==> src/rtl/mux4_share_arbiter.sv <==
// Round-robin owner of a shared 4:1 gate-level mux.
// Drives the selects, waits for the mux path to settle, and bounds hold time.
module mux4_share_arbiter #(
  parameter int SETTLE_CYC = 3,
  parameter int MAX_HOLD   = 16
) (
  input  logic       clk,
  input  logic       rst_n,
  input  logic [3:0] req,
  output logic       sel1,
  output logic       sel0,
  output logic [3:0] gnt,
  output logic       out_valid,
  output logic       timeout,
  output logic       busy
);

  typedef enum logic [1:0] {
    IDLE,
    SETTLE,
    GRANT
  } state_t;

  localparam logic [7:0] SET_INIT  = 8'(SETTLE_CYC - 1);
  localparam logic [7:0] HOLD_LAST = 8'(MAX_HOLD - 1);
  localparam logic       HOLD_EN   = (MAX_HOLD != 0);

  state_t     state, state_n;
  logic [1:0] sel, sel_n;
  logic [1:0] last, last_n;
  logic [1:0] pick;
  logic [7:0] cnt, cnt_n;
  logic [3:0] gnt_n;
  logic       ov_n, to_n, busy_n;
  logic       own_req;

  assign sel1    = sel[1];
  assign sel0    = sel[0];
  assign own_req = req[sel];

  // Rotating priority: nearest asserted index after last wins.
  always_comb begin
    pick = last;
    for (int k = 4; k >= 1; k--) begin
      if (req[last + 2'(k)]) pick = last + 2'(k);
    end
  end

  // Next-state and registered-output values.
  always_comb begin
    state_n = state;
    sel_n   = sel;
    last_n  = last;
    cnt_n   = cnt;
    gnt_n   = gnt;
    ov_n    = out_valid;
    to_n    = 1'b0;
    busy_n  = busy;
    unique case (state)
      IDLE: begin
        if (req != 4'b0000) begin
          sel_n   = pick;
          gnt_n   = 4'b0001 << pick;
          busy_n  = 1'b1;
          cnt_n   = SET_INIT;
          state_n = SETTLE;
        end
      end
      SETTLE: begin
        ov_n = 1'b0;
        if (!own_req) begin
          gnt_n   = 4'b0000;
          busy_n  = 1'b0;
          last_n  = sel;
          state_n = IDLE;
        end else if (cnt == 8'd0) begin
          ov_n    = 1'b1;
          cnt_n   = 8'd0;
          state_n = GRANT;
        end else begin
          cnt_n = cnt - 8'd1;
        end
      end
      GRANT: begin
        if (!own_req || (HOLD_EN && cnt == HOLD_LAST)) begin
          to_n    = own_req;
          gnt_n   = 4'b0000;
          ov_n    = 1'b0;
          busy_n  = 1'b0;
          last_n  = sel;
          state_n = IDLE;
        end else begin
          cnt_n = cnt + 8'd1;
        end
      end
      default: begin
        gnt_n   = 4'b0000;
        ov_n    = 1'b0;
        busy_n  = 1'b0;
        state_n = IDLE;
      end
    endcase
  end

  // State and output registers; reset drops any grant at once.
  always_ff @(posedge clk or negedge rst_n) begin
    if (!rst_n) begin
      state     <= IDLE;
      sel       <= 2'b00;
      last      <= 2'd3;
      cnt       <= 8'd0;
      gnt       <= 4'b0000;
      out_valid <= 1'b0;
      timeout   <= 1'b0;
      busy      <= 1'b0;
    end else begin
      state     <= state_n;
      sel       <= sel_n;
      last      <= last_n;
      cnt       <= cnt_n;
      gnt       <= gnt_n;
      out_valid <= ov_n;
      timeout   <= to_n;
      busy      <= busy_n;
    end
  end

endmodule
==> config.mk <==
export PLATFORM = sky130hd
export DESIGN_NAME = mux4_share_arbiter
export DESIGN_NICKNAME = d
export VERILOG_FILES = /design/src/rtl/mux4_share_arbiter.sv
export SDC_FILE = /design/constraint.sdc
export NUM_CORES = 1
export LEC_CHECK = 0
export ABC_CLOCK_PERIOD_IN_PS = 3990
export CAP_MARGIN = 20
export CORE_MARGIN = 8
export CORE_UTILIZATION = 25
export CTS_CLUSTER_SIZE = 8
export DETAILED_ROUTE_END_ITERATION = 12
export HOLD_SLACK_MARGIN = 0.12
export SYNTH_ARGS = -nofsm -noshare
export SYNTH_HDL_FRONTEND = slang
export SYNTH_SLANG_ARGS = --single-unit
==> constraint.sdc <==
create_clock -name clk -period 3.99 [get_ports clk]
set_input_delay 0.798 -clock clk [delete_from_list [all_inputs] [get_ports clk]]
set_output_delay 0.798 -clock clk [all_outputs]
set_load 0.02 [all_outputs]
# After elaboration in Yosys (flattened, before gate mapping)
# Cells that the tools add are included.
dict set report word_totals {
  latchBits 0
  ram_bits 0
  register_bits 21
  romBits 0
  elab_cells 78
  inputBits 6
  n_memories 0
}
dict set report classes {
  multipliers 0
  shift 1
  n_reduce_logical 13
  magnitude_cmp 4
  n_eq_ne 9
  n_bitwise 1
  addsub 5
  mux 37
  n_div 0
}
# op n
set ops {}
lappend ops {{$mux 8} 4}
lappend ops {{$pmux 8 s3} 1}
lappend ops {{$mux 2} 9}
lappend ops {{$lt 2x3->1 const B} 4}
lappend ops {{$mux 4} 3}
lappend ops {{$pmux 4 s3} 1}
lappend ops {{$mux 1} 11}
lappend ops {{$ne 2x2->1 const B} 5}
lappend ops {{$reduce_and 3->1} 3}
lappend ops {{$add 8x1->8 const B} 1}
lappend ops {{$bmux 1 s2} 4}
lappend ops {{$eq 8x4->1 const B} 1}
lappend ops {{$logic_not 8->1} 1}
lappend ops {{$sub 8x1->8 const B} 1}
lappend ops {{$pmux 1 s3} 2}
lappend ops {{$pmux 2 s3} 1}
lappend ops {{$add 2x2->2 const B} 2}
lappend ops {{$pmux 2 s2} 1}
lappend ops {{$reduce_and 2->1} 2}
lappend ops {{$reduce_and 4->1} 1}
lappend ops {{$reduce_bool 4->1} 1}
lappend ops {{$shl 1x2->4 const A} 1}
lappend ops {{$ne 3x3->1 const B} 1}
lappend ops {{$reduce_bool 3->1} 1}
lappend ops {{8 further kinds} 8}

# Logic depth before layout (Yosys ltp)
dict set report logic_depth {
  depth_word 9
  mapped_depth 9
}

# Least setup slack after synthesis
# No wires, ideal clock.
dict set report synth_path {
  path_type {input-to-reg}
  from {input req[1]}
  to {register state[0]}
  setup_slack_ps 1845
  path_buffers 0
  t_required_ps 3865
  cell_stages 5
  arrival_time_ps 2020
  setup_ps 125
  cell_sequence {mux4_1 o311a_4 a21oi_2 o21ai_2 mux2_4}
}
dict set report synth_via {
  elab_chain_cells 6
  elab_cells_between_ends 11
  cone_classes {eq/ne: 3; mux: 4; reduce/logical: 4}
}
# item line_no
set synth_rtl {}
lappend synth_rtl {{from (decl)} 9} ;# input logic [3:0] req,
lappend synth_rtl {{$bmux 1 s2} 39} ;# assign own_req = req[sel];
lappend synth_rtl {{$mux 1 (not written as such)} 39}
lappend synth_rtl {{$logic_not 1->1} 85} ;# if (!own_req || (HOLD_EN && cnt == HOLD_LAST)) begin
lappend synth_rtl {{$logic_or 1x1->1} 85}
lappend synth_rtl {{$ne 2x2->1 (no line)} -}
lappend synth_rtl {{$reduce_and 3->1 (no line)} -}
lappend synth_rtl {{to (signal assigned)} 117} ;# state <= state_n;
lappend synth_rtl {{to (decl)} 28} ;# state_t state, state_n;
# Several ways; a longest one is shown, not always the timed one. The select of a mux whose other input is x is not followed.
# A chain may end at the register's enable or synchronous reset.

# Worst setup path in the final report
dict set report layout_path {
  from {input req[2]}
  to {register cnt[6]}
}
dict set report layout_via {
  elab_chain_cells 6
  elab_cells_between_ends 9
  cone_classes {eq/ne: 3; mux: 2; reduce/logical: 4}
}
# item line_no
set layout_rtl {}
lappend layout_rtl {{$bmux 1 s2} 39}
lappend layout_rtl {{$mux 1 (not written as such)} 39}
lappend layout_rtl {{$logic_not 1->1} 85}
lappend layout_rtl {{$logic_or 1x1->1} 85}
lappend layout_rtl {{$ne 2x2->1 (no line)} -}
lappend layout_rtl {{$reduce_and 4->1 (no line) (*)} -}
lappend layout_rtl {{to (signal assigned)} 120} ;# cnt <= cnt_n;
lappend layout_rtl {{to (decl)} 32} ;# logic [7:0] cnt, cnt_n;
# Mark *: on every way between the ends. The rest lies on a longest branch, timed or not. The select of a mux whose other input is x is not followed.

==> qor.txt <==
Endpoints failing setup: 0
Die H: 95.2 microns
Antenna Violating Nets Remaining: 0
Largest family of logic cells by synthesized area: compound AO/OA/AOI/OAI gates
First DRT Iteration DRCs: 107
Xor/xnor share of the synthesized area: 2.80%
Global-route wire length before repair: 6360 microns
Post-Synthesis Cells: 164
R2r startpoint: state[1]
Crit path DAT: 3.03 ns
Required @ worst endpoint: 4.15 ns
Via/cell ratio: 5.18
Area grow syn2layout: 14.7%
Synth Flop Type: dfrtp_1
Clock sinks: 21
Gpl congestion: 0.819
Ys Warns: 0
Cts hold-fix bufs: 0
Fillers: 651
DP HPWL: 2620 microns
Max Cap Viol: 0
Clock slew at reported path FFs: 0.08 ns
RSZ-0062 raised after global routing: false
Peak VDD IR: 0.461 mV
DRT Pass-1 Iters: 4
Crit path buffers/inverters: 1
Register-to-register setup slack: 1.33 ns
Syn_area_per_cell: 9.55 sq um
Max clock buf depth: 2
RR Endpoint: cnt[6]
Clk Latency, worst-skew pair: 0.26 ns
Vias: 1296
Die Wd: 95.2 microns
Worst-path maximum fanout: 11
Area occupied by multi-input gates: 930 sq um
PwrDens: 832 nW/um^2
Initial antenna violation count: 0
Vias in the first global route: 1295
I/O pin count: 15
Tot GR Track Use: 8.61%
Setup tns final: 0 ns
Post-synthesis sequential area ratio: 33.7%
Initial core utilization: 25.2%
Final worst clock skew: 0.00304 ns
Core ar.: 6200 sq um
Hold worst-path end: busy
Crit path kind: in2reg
Post_cts resized: 0
Rel. slew slack: 46.1%
Syn nets: 177
Diodes inserted: 0
Grt ovf: 0
Full die area: 9060 sq um
WHS Path Cells: 1
Crit-path slowest cell: a221oi_2
Inserted Clock Buffers: 3
Hold path start: busy
Cell variety after synth: 54
Sequential cell area: 528 sq um
Pleak: 0.000759 uW
TritonCTS clock tree: done
Post-Synthesis Cell Area: 1570 sq um
Post-synthesis mux area share: 6.71%
Share of cells above drive strength 1: 13.3%
Outcome: finished, final reports clean
Post-synthesis compound-gate area fraction: 23.9%
Final min period: 2.87 ns
Routed len/inst: 14.6 microns
Final net count: 187
Port Buf Inserts: 14
Final hold viol count: 0
Simple-gate share of the synthesized area: 20.4%
Top Family by Delay on Critical Path: compound AO/OA/AOI/OAI gates
Routed wire length: 3650 microns
Slew @ Worst Pin: 0.808 ns
Reg2Reg Depth: 7
Number of flops mapped to enable cells by yosys: 0
Largest net degree at the start of global routing: 22
Share of synthesized registers carrying an async set or reset: 100%
Maximum operating frequency: 348 MHz
Postcts setup bufs: 0
Root Driver: clkbuf_8
Max stage delay on crit path: 0.73 ns
Setup crit end kind: register
Slew Limit Fails: 0
Power consumption: 1490 uW
Post-synthesis adder-cell area fraction: 5.59%
Hold Path Class: reg2reg
FP Rows: 29
Period utilisation layout: 72.0%
CP cell instances: clkdlybuf4s50_1 > mux4_1 > o31ai_1 > a221oi_2 > nand2_1 > a22o_1
H-tree depth: 1
Setup crit start kind: input port
Remaining DRCs: 0
Synth Register Bits: 21
[metrics by stage]
stage          std cells  area, sq um  setup slack [ns]  util [%]  hold WS [ns]
4_1_cts              249         1770              1.16      28.5         0.498
2_1_floorplan        164         1570              1.84         -         0.502
3_3_place_gp         245         1720             0.936      27.8         0.479
6_report             250         1800              1.12      29.0         0.492
5_1_grt              250         1800             0.950      29.0         0.519
3_5_place_dp         245         1720             0.897      27.8         0.479
[power breakdown]
group          total (uW)  internal (uW)  leakage (uW)  switching [uW]
Sequential            436            305      0.000271             130
Clock                 144           71.3     0.0000228            72.6
Combinational         915            407      0.000465             508
[worst max-delay path by stage]
stage,startpoint,to,slack (ns),cells past startpoint
floorplan,req[1],state[0],1.84,5
global placement,req[3],cnt[2],0.94,6
detailed placement,req[2],cnt[6],0.90,6
CTS,req[2],cnt[6],1.16,6
global route,req[2],cnt[6],0.95,6
finish,req[2],cnt[6],1.12,6
[synth_stat cells (2+ instances only)]
library cell	n	share of area (%)
a31oi_1	2	0.80
mux2_2	3	2.2
nand3_1	5	1.6
nor2b_1	2	0.80
nor4_1	2	0.80
and3_1	2	0.80
nor2_1	7	1.7
nand2_1	19	4.6
dfstp_2	2	3.4
o31ai_1	4	1.9
or3_1	2	0.80
o21ai_0	4	1.3
o2bb2ai_1	5	2.8
nand4_1	2	0.80
clkbuf_1	4	0.96
a22o_1	6	3.4
and2_1	2	0.80
a21oi_1	8	2.6
inv_1	6	1.4
nand2b_1	4	1.6
nor3_1	8	2.6
mux2i_1	3	1.9
buf_6	4	2.9
ha_1	7	5.6
dfrtp_1	19	30
xnor2_1	4	2.2
[sequential cells by signal (all words and copies together) (netlist names)]
name,cells
last,2
out_valid,1
timeout,1
cnt,8
gnt,4
busy,1
sel,2
state,2
[cell usage in the layout (no fill, tap or decap), drive strengths merged, types with 3 or more instances in the layout]
master         Yosys  layout
a22o               6       6
a21oi              9       9
ha                 7       7
o21ai              5       5
mux2               4       4
clkdlybuf4s50      0      14
or3                3       3
xnor2              4       4
dfrtp             19      19
nor3               8       8
nand3              5       5
o2bb2ai            5       5
nand2             20      20
nor2               7       7
nand2b             4       4
clkbuf             6       4
o31ai              4       4
inv                6       6
mux2i              3       3
[per-layer routing]
layer,part of all wire (%),global-route usage (%),up-vias
li1,-,-,621
met2,47,13.6,44
met3,4.7,2.28,2
met5,0,0,-
met1,48,11.7,629
met4,0.11,1.17,0
[cell families after synthesis]
logic type      count (synthesis)
compound gates                 44
xor+xnor                        5
fa+ha+maj                       7
buf+inv                        17
flops                          21
mux                             8
simple gates                   62
[cell type report]
class	count	area share, %
timing repair buffer	16	9.75
clock buffer	4	2.51
inverter	6	1.25
tap	77	5.36
sequential	21	29.4
multi-input combinational	126	51.7
(Power assumes the default switching activity.)
